### src/rtl/bus_pkg.sv
// Shared host-bus types and register addresses.
// Used by the OAM DMA sequencer and by the chip-select / widget decode, so the
// trigger and destination addresses live in exactly one place.
//   addr_t       16-bit CPU bus address
//   data_t       8-bit CPU bus data
//   dma_state_t  OAM DMA sequencer states (also visible to benches)
package bus_pkg;

    typedef logic [15:0] addr_t;
    typedef logic [7:0]  data_t;

    localparam addr_t ADDR_OAMDMA  = 16'h4014;
    localparam addr_t ADDR_OAMDATA = 16'h2004;

    typedef enum logic [2:0] {
        IDLE,
        HALT,
        ALIGN,
        READ,
        WRITE,
        DONE
    } dma_state_t;

endpackage

### src/rtl/oam_dma.sv
// Sprite OAM DMA sequencer.
// A core write of page P to the trigger address halts the core, then the DMA
// owns the bus and copies $PP00-$PPFF to the OAMDATA port, one read on a
// "get" (parity=0) CPU cycle followed by one write on the next cycle.
//
// state | meaning
// ------+---------------------------------------------------------------
// IDLE  | waiting for a core write to the trigger address
// HALT  | core asked to halt; waiting for its first read cycle
// ALIGN | one dummy DMA cycle so reads land on parity=0 cycles
// READ  | DMA reads {page, idx}; data latched at the cycle tick
// WRITE | DMA writes latched byte to OAMDATA; idx advances
// DONE  | one-clock hand-back to IDLE, core released
//
// Ports:
//   I_clock        system clock
//   I_reset        synchronous active-high reset
//   I_cpu_tick     strobe on the last I_clock of every CPU bus cycle
//   I_core_addr    core address, used only for trigger decode
//   I_core_rdwr    core direction, 1 = read
//   I_core_wr_data core write data (page number on trigger)
//   I_rd_data      bus read data after chip-select mux
//   O_ready        to core ready input; 0 halts the core
//   O_bus_own      1 while the DMA drives the bus this CPU cycle
//   O_addr         DMA bus address
//   O_rdwr         DMA direction, 1 = read
//   O_wr_data      DMA write data
//   O_busy         transfer pending or in progress
module oam_dma
    import bus_pkg::*;
#(
    parameter addr_t P_trigger_addr = ADDR_OAMDMA,
    parameter addr_t P_dest_addr    = ADDR_OAMDATA
) (
    input  logic        I_clock,
    input  logic        I_reset,
    input  logic        I_cpu_tick,
    input  logic [15:0] I_core_addr,
    input  logic        I_core_rdwr,
    input  logic [7:0]  I_core_wr_data,
    input  logic [7:0]  I_rd_data,
    output logic        O_ready,
    output logic        O_bus_own,
    output logic [15:0] O_addr,
    output logic        O_rdwr,
    output logic [7:0]  O_wr_data,
    output logic        O_busy
);

    dma_state_t state_q, state_d;
    data_t      idx_q, idx_d;
    data_t      page_q, page_d;
    logic       parity_q;
    logic       ready_q, ready_d;
    logic       own_q, own_d;
    logic       rdwr_q, rdwr_d;
    logic       busy_q, busy_d;
    addr_t      addr_q, addr_d;
    data_t      wr_data_q, wr_data_d;
    logic       trigger;

    assign trigger = I_cpu_tick & ~I_core_rdwr & (I_core_addr == P_trigger_addr);

    always_comb begin
        state_d   = state_q;
        idx_d     = idx_q;
        page_d    = page_q;
        ready_d   = ready_q;
        own_d     = own_q;
        rdwr_d    = rdwr_q;
        busy_d    = busy_q;
        addr_d    = addr_q;
        wr_data_d = wr_data_q;

        case (state_q)
            IDLE: begin
                if (trigger) begin
                    page_d  = I_core_wr_data;
                    idx_d   = 8'h00;
                    ready_d = 1'b0;
                    busy_d  = 1'b1;
                    state_d = HALT;
                end
            end
            HALT: begin
                // Core write cycles cannot be halted; the first read is the halt cycle.
                if (I_cpu_tick && I_core_rdwr) begin
                    own_d  = 1'b1;
                    rdwr_d = 1'b1;
                    // The cycle after this one has parity ~parity_q; reads must be on parity 0.
                    if (parity_q == 1'b0) begin
                        addr_d  = P_dest_addr;
                        state_d = ALIGN;
                    end else begin
                        addr_d  = {page_q, idx_q};
                        state_d = READ;
                    end
                end
            end
            ALIGN: begin
                if (I_cpu_tick) begin
                    addr_d  = {page_q, idx_q};
                    state_d = READ;
                end
            end
            READ: begin
                if (I_cpu_tick) begin
                    wr_data_d = I_rd_data;
                    rdwr_d    = 1'b0;
                    addr_d    = P_dest_addr;
                    state_d   = WRITE;
                end
            end
            WRITE: begin
                if (I_cpu_tick) begin
                    idx_d  = idx_q + 8'd1;
                    rdwr_d = 1'b1;
                    if (idx_q == 8'hFF) begin
                        own_d   = 1'b0;
                        ready_d = 1'b1;
                        busy_d  = 1'b0;
                        state_d = DONE;
                    end else begin
                        addr_d  = {page_q, idx_d};
                        state_d = READ;
                    end
                end
            end
            DONE: begin
                state_d = IDLE;
            end
            default: begin
                state_d = IDLE;
            end
        endcase
    end

    always_ff @(posedge I_clock) begin
        if (I_reset) begin
            state_q   <= IDLE;
            idx_q     <= 8'h00;
            page_q    <= 8'h00;
            parity_q  <= 1'b0;
            ready_q   <= 1'b1;
            own_q     <= 1'b0;
            rdwr_q    <= 1'b1;
            busy_q    <= 1'b0;
            addr_q    <= 16'h0000;
            wr_data_q <= 8'h00;
        end else begin
            state_q   <= state_d;
            idx_q     <= idx_d;
            page_q    <= page_d;
            if (I_cpu_tick) begin
                parity_q <= ~parity_q;
            end
            ready_q   <= ready_d;
            own_q     <= own_d;
            rdwr_q    <= rdwr_d;
            busy_q    <= busy_d;
            addr_q    <= addr_d;
            wr_data_q <= wr_data_d;
        end
    end

    assign O_ready   = ready_q;
    assign O_bus_own = own_q;
    assign O_addr    = addr_q;
    assign O_rdwr    = rdwr_q;
    assign O_wr_data = wr_data_q;
    assign O_busy    = busy_q;

endmodule

### config.mk
export PLATFORM = sky130hd
export DESIGN_NAME = oam_dma
export DESIGN_NICKNAME = d
export VERILOG_FILES = /design/src/rtl/bus_pkg.sv /design/src/rtl/oam_dma.sv
export SDC_FILE = /design/constraint.sdc
export NUM_CORES = 1
export LEC_CHECK = 0
export CAP_MARGIN = 20
export CORE_UTILIZATION = 40
export DETAILED_ROUTE_END_ITERATION = 8
export PLACE_DENSITY = 0.69
export SETUP_SLACK_MARGIN = 0.02
export SLEW_MARGIN = 10
export SYNTH_ARGS = -nofsm -noshare
export SYNTH_HDL_FRONTEND = slang
export SYNTH_SLANG_ARGS = --single-unit
### constraint.sdc
create_clock -name I_clock -period 2.5 [get_ports I_clock]
set_clock_uncertainty 0.2 [all_clocks]
set_input_delay 0.25 -clock I_clock [delete_from_list [all_inputs] [get_ports I_clock]]
set_output_delay 0.25 -clock I_clock [all_outputs]
set_load 0.01 [all_outputs]
# --- Word-level counts from Yosys, hierarchy flattened ---
# Cells that the tools add are included.
totals:
  register_bits: 48
  in_bits: 36
  output_inout_bits: 28
classes:
  n_addsub: 1
  eq_ne: 13
  muxes: 31
  bitwise_logic: 4
  n_reduce_logical: 14
ops:
  columns: ["cell", "n"]
  rows:
  - ["two-way mux 16 bit", 6]
  - ["one-hot mux 16 bit (4 select lines)", 1]
  - ["two-way mux 3 bit", 6]
  - ["equality test 16 x 15 -> 1 bit (second input constant)", 1]
  - ["two-way mux 8 bit", 2]
  - ["one-hot mux 8 bit (2 select lines)", 1]
  - ["one-hot mux 3 bit (5 select lines)", 1]
  - ["!= test 2 bit (second input constant)", 7]
  - ["AND reduction 4 bit", 3]
  - ["two-way mux 1 bit", 10]
  - ["adder 8 x 1 -> 8 bit (second input constant)", 1]
  - ["equality test 8 bit (second input constant)", 1]
  - ["equality test 3 x 2 -> 1 bit (second input constant)", 2]
  - ["one-hot mux 1 bit (2 select lines)", 3]
  - ["AND reduction 6 bit", 1]
  - ["AND reduction 5 bit", 1]
  - ["AND reduction 2 bit", 2]
  - ["nonzero test 2 bit", 2]
  - ["nonzero test 4 bit", 1]
  - ["equality test 3 x 1 -> 1 bit (second input constant)", 1]
  - ["equality test 3 bit (second input constant)", 1]
  - ["logical NOT 3 bit", 1]
  - ["one-hot mux 1 bit (3 select lines)", 1]
  - ["AND reduction 3 bit", 1]
  - ["other kinds (4)", 6]

# --- Depth between registers and ports, before layout ---
# Gate-level depths: netlist of the first run.
depth:
  depth_word: 5
  mapped_depth: 8
  mapped_depth_nobuf: 5

# --- Worst setup path before layout of the first run ---
# No wires, ideal clock.
synth_path:
  path_kind: "register -> register"
  start: "reg idx_q[0]"
  end: "reg addr_q[10], in the netlist O_addr[10]"
  setup_time_ns: 0.144
  arrival_time_ns: 1.772
  required_time_ns: 2.156
  setup_slack_ns: 0.384
  path_stages_with_launch: 9
  path_buffers: 3
  period_less_slack_ns: 2.116
  path_cell_list: "dfxtp_1 > ha_1 > and3_1 > buf_4 > a21oi_2 > or2_1 > buf_2 > buf_2 > o32ai_1"
synth_via:
  elab_chain_len: 3
synth_lines:
  columns: ["item", "line", "source"]
  rows:
  - ["start, declared", "oam_dma.sv:51", "data_t idx_q, idx_d;"]
  - ["start signal, assigned", "oam_dma.sv:152", "idx_q <= idx_d;"]
  - ["equality test 8 bit", "oam_dma.sv:118", "if (idx_q == 8'hFF) begin"]
  - ["!= test 2 bit (no source line)", null, null]
  - ["AND reduction 6 bit (no source line)", null, null]
  - ["end signal, assigned", "oam_dma.sv:161", "addr_q <= addr_d;"]
  - ["end, declared", "oam_dma.sv:58", "addr_t addr_q, addr_d;"]
# Every way passes these cells.
# A chain may end at the register's enable or synchronous reset.

# --- Final worst setup path of the first run ---
layout_path:
  start: "reg state_q[1]"
  end: "reg addr_q[13], in the netlist O_addr[13]"
layout_via:
  elab_chain_len: 3
  elab_cells_between_ends: 12
  classes_between: "9 x eq/ne; 1 x mux; 2 x reduce/logical"
layout_lines:
  columns: ["item", "line", "source"]
  rows:
  - ["start, declared", "oam_dma.sv:50", "dma_state_t state_q, state_d;"]
  - ["start signal, assigned", "oam_dma.sv:151", "state_q <= state_d;"]
  - ["equality test 3 bit (tied with other cells)", "oam_dma.sv:75", "case (state_q)"]
  - ["nonzero test 4 bit (no source line) / != test 2 bit (equally long branches)", null, null]
  - ["AND reduction 6 bit (no source line)", null, null]
# Parallel ways exist; a longest one is shown, timed or not.

==> results.sh, run 1 <==
export IMPL_status="completed"
export IMPL_antenna_left=0
export IMPL_critPathLaunchType="register"
export IMPL_count_of_buffering_cells_on_the_critical_path_with_inverters_included=0
export IMPL_ys_dominant_reg_cell="sky130_fd_sc_hd__dfxtp_1"
export IMPL_rows=27
export IMPL_cpPeakStageDelay_ps=620
export IMPL_highest_count_cells_in_the_layout_ignoring_fill_and_taps="63 x sky130_fd_sc_hd__clkdlybuf4s50_1, 48 x sky130_fd_sc_hd__dfxtp_1, 33 x sky130_fd_sc_hd__a21oi_1"
export IMPL_initial_antenna_violation_count=0
export IMPL_gp_weighted_congestion=0.8636
export IMPL_layout_setup_ws_ps=331.3
export IMPL_dr_total_vias=2285
export IMPL_number_of_enable_flip_flop_cells_after_synthesis=0
export IMPL_total_clock_buffers_created_by_cts=5
export IMPL_cp_top_family="compound AO/OA/AOI/OAI gates"
export IMPL_first_global_vias=2081
export IMPL_horizontal_die_dimension_um=77.72
export IMPL_worst_setup_hold_path_clk_slew_ps=90
export IMPL_detail_route_drc_violations=0
export IMPL_die_area_um2=6040
export IMPL_worst_endpoint_arrival_ps=2170
export IMPL_number_of_placed_instances_with_taps_included=406
export IMPL_fin_nets=378
export IMPL_drtPass1Iterations=4
export IMPL_ctsResizeCount=0
export IMPL_grt_ovfl_total=0
export IMPL_synth_yosys_warnings=0
export IMPL_dp_final_hpwl_um=4357
export IMPL_start_util_pct=41.65
export IMPL_viasPerCell=5.533
export IMPL_timing_worst_setup_path_type="register to register"
export IMPL_power_static_leakage_nw=1.038
export IMPL_grt_util_all_layers_pct=20.53
export IMPL_finalMaxSlewViolations=0
export IMPL_global_route_wire_length_before_repair_um=9818
export IMPL_cts_setup_buffers=0
export IMPL_largest_buffer_count_on_any_clock_path=2
export IMPL_htreeDepth=2
export IMPL_area_growth_pct=35.57
export IMPL_post_route_cells_drive_above_1_share_pct=9.677
export IMPL_p_per_area_nw_per_um2=423.0
export IMPL_timing_critical_path_fanout_max=15
export IMPL_floorplan_core_area_um2=5507
export IMPL_timing_max_cap_violations=0
export IMPL_cts_root_buf="sky130_fd_sc_hd__clkbuf_8"
export IMPL_critical_path_cell_chain="or3b_2 > o211ai_1 > o21ai_1 > o221a_2"
export IMPL_wl_met3_um=397
export IMPL_postCtsHoldBufs=0
export IMPL_design_portCount=64
export IMPL_crit_slowest_cell="sky130_fd_sc_hd__dfxtp_1"
export IMPL_layout_commonest_cell="sky130_fd_sc_hd__clkdlybuf4s50_1"
export IMPL_critical_path_required_time_ps=2500
export IMPL_power_combinational_fraction_pct=7.6
export IMPL_seq_power_share_pct=58.3
export IMPL_route_layer_met1_wl_um=2643
export IMPL_netSwitchingFraction_pct=22.79
export IMPL_rsz0062_at_grt="false"
export IMPL_post_synthesis_register_bit_count=48
export IMPL_min_period_ps=2169
export IMPL_met2WireLength_um=2752
export IMPL_antennaDiodeCount=0
export IMPL_finalHoldWorstSlack_ps=254.3
export IMPL_grt_max_degree=22
export IMPL_irDropWorstVdd_v=0.0002138
export IMPL_highest_clock_rate_mhz=461.1
export IMPL_final_hold_violation_count=0
export IMPL_number_of_drc_markers_after_the_initial_detailed_route_iteration=116
export IMPL_routedWlPerCell_um=14.25
export IMPL_post_synth_inst_count=278
export IMPL_synthDistinctLibCells=53
export IMPL_slew_limit_headroom_pct=59.18
export IMPL_report_final_setup_viol=0
export IMPL_asyncSetResetFlopFracSynth_pct=0
export IMPL_synthesis_area_um2=2293
export IMPL_timing_hold_worst_class="register to register"
export IMPL_die_height_um=77.72
export IMPL_finish_cell_count_without_fillers=413
export IMPL_placement_setup_worst_slack_ps=264.9
export IMPL_synthesis_nets=315
export IMPL_synth_sequential_area_ratio_pct=41.90
export IMPL_intPower_w=0.001015
export IMPL_top_layer_used="met4"
export IMPL_fin_crit_sh_pct=86.75
export IMPL_finalWirelength_um=5886
export IMPL_switchingPower_w=0.0002997
export IMPL_clock_latency_ps=300
export IMPL_tritoncts="built"
export IMPL_end_kind="register"
export IMPL_synth_area_per_cell_um2=8.250
export IMPL_clock_sink_count=48
export IMPL_setup_tns_final_ps=0
export IMPL_io_buffer_count=63
export IMPL_power_clock_fraction_pct=34.1
export IMPL_timing_worst_slew_pin_value_ps=611.6
[layer usage]
layer / GRT usage (%) / up-vias
met5: 0 / -
met4: 8.491 / 0
met3: 4.824 / 7
met2: 33.01 / 84
met1: 26.27 / 1039
li1: - / 1155
[final timing paths]
check | startpoint | end | slack [ps] | depth (start not counted)
max reg2reg | state_q[1] | O_addr[13] | 330 | 4
min reg2reg | O_wr_data[6] | O_wr_data[6] | 250 | 2
max | state_q[1] | O_addr[13] | 330 | 4
min | O_wr_data[6] | O_wr_data[6] | 250 | 2
[area by class of cell]
type | instances | area, um^2
Sequential cell | 48 | 960.9
Clock inverter | 2 | 12.51
Timing Repair Buffer | 78 | 743.2
Inverter | 13 | 48.80
Clock buffer | 5 | 68.82
Tap cell | 72 | 90.09
Fill cell | 533 | 2397
Multi-Input combinational cell | 195 | 1185
[cells by family (layout without fill, tap and decap cells)]
kind of cell / count (synthesis) / count (layout) / synth area share, %
xor gates and xnor gates: 3 / 3 / 1.146
buffers and inverters: 35 / 98 / 6.437
adders and majority gates: 1 / 1 / 0.5455
muxes: 2 / 2 / 0.8729
and+or+nand+nor: 94 / 94 / 22.04
AOI/OAI and AO/OA: 95 / 95 / 27.06
DFF: 48 / 48 / 41.90
[synth_stat cells (2+ instances only)]
cell                       instances  area (um^2)
sky130_fd_sc_hd__buf_4             2        15.01
sky130_fd_sc_hd__nor3_1            6        30.03
sky130_fd_sc_hd__mux2i_1           2        20.02
sky130_fd_sc_hd__nand4_1           2        12.51
sky130_fd_sc_hd__nand3_1          15        75.07
sky130_fd_sc_hd__o21a_1            2        15.01
sky130_fd_sc_hd__buf_2             6        30.03
sky130_fd_sc_hd__o31ai_1           5        37.54
sky130_fd_sc_hd__and4_1            4        35.03
sky130_fd_sc_hd__nor4_1            4        25.02
sky130_fd_sc_hd__a211oi_1          4        30.03
sky130_fd_sc_hd__nor2_1            9        33.78
sky130_fd_sc_hd__o211ai_1          3        22.52
sky130_fd_sc_hd__dfxtp_1          48        960.9
sky130_fd_sc_hd__a31oi_1           4        25.02
sky130_fd_sc_hd__a22oi_1           4        30.03
sky130_fd_sc_hd__o221ai_1          2        17.52
sky130_fd_sc_hd__clkbuf_1         13        48.80
sky130_fd_sc_hd__nor2b_1           2        12.51
sky130_fd_sc_hd__or3_1             2        12.51
sky130_fd_sc_hd__xnor2_1           3        26.28
sky130_fd_sc_hd__a311oi_1          3        26.28
sky130_fd_sc_hd__nand2_1          32        120.1
sky130_fd_sc_hd__o32ai_1           9        78.83
sky130_fd_sc_hd__inv_1            13        48.80
sky130_fd_sc_hd__nand2b_1          2        12.51
sky130_fd_sc_hd__and3_1            3        18.77
sky130_fd_sc_hd__or2_2             2        12.51
sky130_fd_sc_hd__o21ai_0          16        80.08
sky130_fd_sc_hd__a21oi_1          33        165.2
[worst reg2reg max path: cells and delay by family (launching register included)]
kind / cells / cell delay [ps]
and+or+nand+nor: 1 / 480
AOI/OAI and AO/OA: 3 / 770
DFF: 1 / 620
[registers in the layout, indices dropped and copies added, names as in the netlist]
signal     flops
O_addr        16
idx_q          8
O_ready        1
O_rdwr         1
page_q         8
O_busy         1
O_bus_own      1
state_q        3
parity_q       1
O_wr_data      8
[power groups by stage]
stage | Sequential, W | Combinational [W] | Clock (W)
after floorplan | 0.000785 | 0.0000310 | 0
after global placement | 0.000785 | 0.0000987 | 0
after detailed placement | 0.000785 | 0.0000995 | 0
after CTS | 0.000767 | 0.0000999 | 0.000460
after global routing | 0.000768 | 0.000107 | 0.000501
final | 0.000767 | 0.0000994 | 0.000448
[per-stage QoR]
step / utilization, % / total power, W / area [um^2]
after floorplan: - / 0.0008160 / 2293
after global placement: 54.99 / 0.0008840 / 3028
after detailed placement: 54.99 / 0.0008849 / 3028
after CTS: 56.46 / 0.001327 / 3109
after global routing: 56.46 / 0.001376 / 3109
final: 56.46 / 0.001315 / 3109
Power figures use the tool's default switching activity.
==> inputs of run 2 (changes only) <==
==> constraint.sdc (replaced) <==
create_clock -name I_clock -period 2.5 [get_ports I_clock]
set_clock_uncertainty 0.2 [all_clocks]
set_input_delay 0.5 -clock I_clock [delete_from_list [all_inputs] [get_ports I_clock]]
set_output_delay 0.5 -clock I_clock [all_outputs]
set_load 0.01 [all_outputs]
==> run 2 against run 1 <==
Hold slack improved by 6.9 ps. Setup slack improved by 2.1 ps. Core utilization rose by 1.4 points. Final cell count rose by 2.2%.
==> results.sh, run 2 (synthesis results as in run 1) <==
export IMPL_status="completed"
export IMPL_worst_r2r_path_depth=5
export IMPL_clock_latency_ps=300
export IMPL_worst_endpoint_arrival_ps=2140
export IMPL_antennaDiodeCount=0
export IMPL_grt_ovfl_total=0
export IMPL_timing_critical_path_fanout_max=4
export IMPL_min_period_ps=2167
export IMPL_rr_endpoint="O_addr[13]"
export IMPL_post_route_cells_drive_above_1_share_pct=12.00
export IMPL_cts_root_buf="sky130_fd_sc_hd__clkbuf_8"
export IMPL_drtPass1Iterations=4
export IMPL_layout_commonest_cell="sky130_fd_sc_hd__clkdlybuf4s50_1"
export IMPL_report_final_setup_viol=0
export IMPL_cts_setup_buffers=0
export IMPL_finalWirelength_um=5976
export IMPL_dp_final_hpwl_um=4453
export IMPL_highest_clock_rate_mhz=461.6
export IMPL_number_of_drc_markers_after_the_initial_detailed_route_iteration=161
export IMPL_finalMaxSlewViolations=0
export IMPL_finalCoreUtilization_pct=57.83
export IMPL_grt_util_all_layers_pct=21.20
export IMPL_design_portCount=64
export IMPL_ctsResizeCount=0
export IMPL_crit_path_end="idx_q[5]"
export IMPL_viasPerCell=5.509
export IMPL_grt_max_degree=22
export IMPL_rr_startpoint="idx_q[4]"
export IMPL_power_static_leakage_nw=1.087
export IMPL_timing_max_cap_violations=0
export IMPL_setup_tns_final_ps=0
export IMPL_final_hold_violation_count=0
export IMPL_postCtsHoldBufs=0
export IMPL_fin_nets=386
export IMPL_gp_weighted_congestion=0.8771
export IMPL_worst_setup_hold_path_clk_slew_ps=90
export IMPL_area_growth_pct=38.84
export IMPL_r2r_setup_slack_ps=480
export IMPL_largest_buffer_count_on_any_clock_path=2
export IMPL_floorplan_core_area_um2=5507
export IMPL_total_clock_buffers_created_by_cts=5
export IMPL_timing_hold_worst_class="register to register"
export IMPL_highest_count_cells_in_the_layout_ignoring_fill_and_taps="63 x sky130_fd_sc_hd__clkdlybuf4s50_1, 48 x sky130_fd_sc_hd__dfxtp_1, 33 x sky130_fd_sc_hd__a21oi_1"
export IMPL_crit_path_start="I_core_addr[1]"
export IMPL_fin_crit_sh_pct=86.66
export IMPL_rsz0062_at_grt="false"
export IMPL_start_util_pct=41.65
export IMPL_timing_worst_slew_pin_value_ps=521.9
export IMPL_largest_register_ffs=16
export IMPL_die_area_um2=6040
export IMPL_detail_route_drc_violations=0
export IMPL_p_per_area_nw_per_um2=427.6
export IMPL_first_global_vias=2119
export IMPL_critical_path_required_time_ps=2470
export IMPL_htreeDepth=2
export IMPL_critPathLaunchType="primary input"
export IMPL_timing_worst_setup_path_type="primary input to register"
export IMPL_irDropWorstVdd_v=0.0002024
export IMPL_rows=27
export IMPL_number_of_placed_instances_with_taps_included=414
export IMPL_io_buffer_count=63
export IMPL_initial_antenna_violation_count=0
export IMPL_dr_total_vias=2325
export IMPL_hold_start="O_wr_data[1]"
export IMPL_global_route_wire_length_before_repair_um=10120
export IMPL_horizontal_die_dimension_um=77.72
export IMPL_clock_sink_count=48
export IMPL_antenna_left=0
export IMPL_tritoncts="built"
export IMPL_finish_cell_count_without_fillers=422
export IMPL_end_kind="register"
export IMPL_finalHoldWorstSlack_ps=261.1
export IMPL_routedWlPerCell_um=14.16
export IMPL_die_height_um=77.72
export IMPL_slew_limit_headroom_pct=65.05
## run 2: cell type report
cell class / instances / area (um^2)
inverter: 13 / 48.80
fill: 527 / 2322
timing repair buffer: 86 / 803.3
sequential: 48 / 960.9
clock inverter: 2 / 13.76
clock buffer: 6 / 82.58
multi-input combinational: 195 / 1185
tap: 72 / 90.09
## run 2: critical path: stages
cell and delay [ps]:
sky130_fd_sc_hd__clkdlybuf4s50_1 400, sky130_fd_sc_hd__nor4_1 380, sky130_fd_sc_hd__nand4_1 310, sky130_fd_sc_hd__o21ai_0 400, sky130_fd_sc_hd__a311oi_1 150
## run 2: worst min path at each step
stage,to,depth (start not counted)
floorplan,O_addr[15],2
global placement,O_wr_data[6],2
detailed placement,O_wr_data[4],2
CTS,O_wr_data[3],2
global route,O_wr_data[5],2
finish,O_wr_data[1],2
## run 2: through the flow
stage	power, W	setup slack, ps	instance area [um^2]
6_report	0.001362	333.4	3184
5_1_grt	0.001423	200.3	3184
4_1_cts	0.001372	365.6	3184
3_5_place_dp	0.0008899	51.73	3088
3_3_place_gp	0.0008891	105.9	3088
2_1_floorplan	0.0008160	384.3	2293
## run 2: report_power, final
part,internal (W),total [W],switching [W]
combinational,0.0000637,0.000104,0.0000402
clock,0.000226,0.000490,0.000263
sequential,0.000765,0.000768,0.00000246
total,0.00106,0.00136,0.000306
## run 2: routing by layer
layer | GRT usage (%) | share of wire [%] | vias up
met5 | 0 | 0 | -
met3 | 4.706 | 6.7 | 14
li1 | - | - | 1174
met1 | 27.54 | 45 | 1050
met2 | 33.63 | 45 | 87
met4 | 9.057 | 2.5 | 0
==> inputs of run 3 (changes only) <==
CORE_ASPECT_RATIO = 0.9   (was not set)
GPL_TIMING_DRIVEN = 0   (was not set)
==> run 3 against run 2 <==
Register-to-register slack lost 330 ps. Core utilization grew 0.85 points. Critical path depth grew 1. Final cell count shrank 0.71%. Via count grew 2.8%. Combinational power is essentially flat. Critical endpoint is now idx_q[6]. Die area is essentially flat. Non-clock buffer count grew 2. Sequential share of layout area grew 0.26 points. Sequential power is essentially flat. Clock power shrank 4.9%. Final area shrank 0.86%.
==> results.sh, run 3 (synthesis results as in run 1) <==
export IMPL_first_global_vias=2151
export IMPL_slew_limit_headroom_pct=60.08
export IMPL_antennaDiodeCount=0
export IMPL_end_kind="register"
export IMPL_post_route_cells_drive_above_1_share_pct=9.943
export IMPL_timing_critical_path_fanout_max=10
export IMPL_status="completed"
export IMPL_final_fill_count=525
export IMPL_count_of_buffering_cells_on_the_critical_path_with_inverters_included=2
export IMPL_timing_worst_slew_pin_value_ps=594.8
export IMPL_power_static_leakage_nw=1.047
export IMPL_total_clock_buffers_created_by_cts=5
export IMPL_clock_sink_count=48
export IMPL_irDropWorstVdd_v=0.0003247
export IMPL_number_of_placed_instances_with_taps_included=408
export IMPL_tritoncts="built"
export IMPL_largest_register_ffs=16
export IMPL_die_area_um2=6041
export IMPL_finish_cell_count_without_fillers=419
export IMPL_floorplan_core_area_um2=5380
export IMPL_timing_worst_setup_path_type="primary input to register"
export IMPL_rows=25
export IMPL_worst_endpoint_arrival_ps=2380
export IMPL_grt_max_degree=16
export IMPL_dr_total_vias=2389
export IMPL_number_of_drc_markers_after_the_initial_detailed_route_iteration=139
export IMPL_critical_path_cell_chain="clkdlybuf4s50_1 > nor2b_1 > and4_1 > clkbuf_2 > a21oi_1 > o311a_1"
export IMPL_die_height_um=73.84
export IMPL_layout_commonest_cell="sky130_fd_sc_hd__clkdlybuf4s50_1"
export IMPL_global_route_wire_length_before_repair_um=10310
export IMPL_finalMaxSlewViolations=0
export IMPL_clock_latency_ps=300
export IMPL_placement_setup_worst_slack_ps=-542.2
export IMPL_critPathLaunchType="primary input"
export IMPL_largest_buffer_count_on_any_clock_path=2
export IMPL_fin_nets=388
export IMPL_worst_setup_hold_path_clk_slew_ps=90
export IMPL_viasPerCell=5.702
export IMPL_finalWirelength_um=6358
export IMPL_rsz0062_at_grt="false"
export IMPL_highest_count_cells_in_the_layout_ignoring_fill_and_taps="63 x sky130_fd_sc_hd__clkdlybuf4s50_1, 48 x sky130_fd_sc_hd__dfxtp_1, 32 x sky130_fd_sc_hd__a21oi_1, 32 x sky130_fd_sc_hd__nand2_1, 16 x sky130_fd_sc_hd__o21ai_0"
export IMPL_design_portCount=64
export IMPL_min_period_ps=2378
export IMPL_drtPass1Iterations=4
export IMPL_report_final_setup_viol=0
export IMPL_finalHoldWorstSlack_ps=259.2
export IMPL_final_hold_violation_count=0
export IMPL_cpPeakStageDelay_ps=610
export IMPL_layout_setup_ws_ps=122.0
export IMPL_crit_slowest_cell="sky130_fd_sc_hd__clkdlybuf4s50_1"
export IMPL_start_util_pct=42.63
export IMPL_detail_route_drc_violations=0
export IMPL_dp_final_hpwl_um=4516
export IMPL_highest_clock_rate_mhz=420.5
export IMPL_postCtsHoldBufs=0
export IMPL_horizontal_die_dimension_um=81.82
export IMPL_p_per_area_nw_per_um2=423.2
export IMPL_cp_top_family="buffers and inverters"
export IMPL_critical_path_required_time_ps=2500
export IMPL_routedWlPerCell_um=15.17
export IMPL_fin_crit_sh_pct=95.12
export IMPL_timing_max_cap_violations=0
export IMPL_area_growth_pct=37.64
export IMPL_grt_util_all_layers_pct=22.40
export IMPL_timing_hold_worst_class="register to register"
export IMPL_gp_weighted_congestion=0.8390
export IMPL_htreeDepth=2
export IMPL_io_buffer_count=63
export IMPL_cts_root_buf="sky130_fd_sc_hd__clkbuf_8"
export IMPL_initial_antenna_violation_count=0
export IMPL_finalCoreUtilization_pct=58.67
export IMPL_grt_ovfl_total=0
export IMPL_antenna_left=0
run 3: cell types whose count changed in the layout (fill, tap and decap cells not counted), sizes merged:
| cell | previous run | this run |
|---|---|---|
| buf | 23 | 11 |
| inv | 14 | 13 |
| clkbuf | 6 | 19 |
| clkinv | 1 | 3 |
run 3: path summary, 6_finish.rpt:
| path | from | endpoint | slack (ps) | cells after the start |
|---|---|---|---|---|
| worst max-delay path | I_cpu_tick | idx_q[6] | 120 | 6 |
| worst min register to register | O_wr_data[5] | O_wr_data[5] | 260 | 2 |
| worst min-delay path | O_wr_data[5] | O_wr_data[5] | 260 | 2 |
| worst max register to register | idx_q[0] | O_addr[13] | 150 | 7 |
run 3: layout make-up:
cell class	count	area [um^2]	area share (%)
Clock buffer	5	68.82	2.180
Timing Repair Buffer	66	653.1	20.69
Multi-Input combinational cell	195	1224	38.76
Tap cell	67	83.83	2.656
Inverter	13	48.80	1.546
Sequential cell	48	960.9	30.44
Buffer	22	98.84	3.131
Clock inverter	3	18.77	0.5945
run 3: report_power, final:
part,internal [W],switching (W),total [W]
logic,0.0000595,0.0000429,0.000102
clock network,0.000196,0.000270,0.000466
registers,0.000766,0.00000214,0.000768
total,0.00102,0.000315,0.00134
run 3: worst register-to-register path: stages, from the launching register on:
cell,delay (ps)
sky130_fd_sc_hd__dfxtp_1,470
sky130_fd_sc_hd__ha_2,280
sky130_fd_sc_hd__and3_1,160
sky130_fd_sc_hd__buf_4,180
sky130_fd_sc_hd__a21oi_4,80
sky130_fd_sc_hd__buf_4,140
sky130_fd_sc_hd__o21ai_1,480
sky130_fd_sc_hd__o221a_2,300
run 3: layer usage:
metal	part of all wire [%]	vias to the layer above	track usage (%)
li1	-	1172	-
met1	44	1120	31.26
met2	46	92	34.62
met3	8.7	5	5.963
met4	0.66	0	4.288
met5	0	-	0
run 3: through the flow:
step	power, W	area (um^2)	TNS (ps)
floorplan	0.0008160	2293	0
global placement	0.0008855	3008	-8295
detailed placement	0.0008858	3008	-8290
CTS	0.001343	3136	0
global route	0.001387	3157	0
finish	0.001336	3157	0
run 3: what timing repair did:
item,in CTS,in global routing
setup buffers,3,0
endpoints found under the setup margin,14,14
gates cloned,0,0
resized for setup,3,4
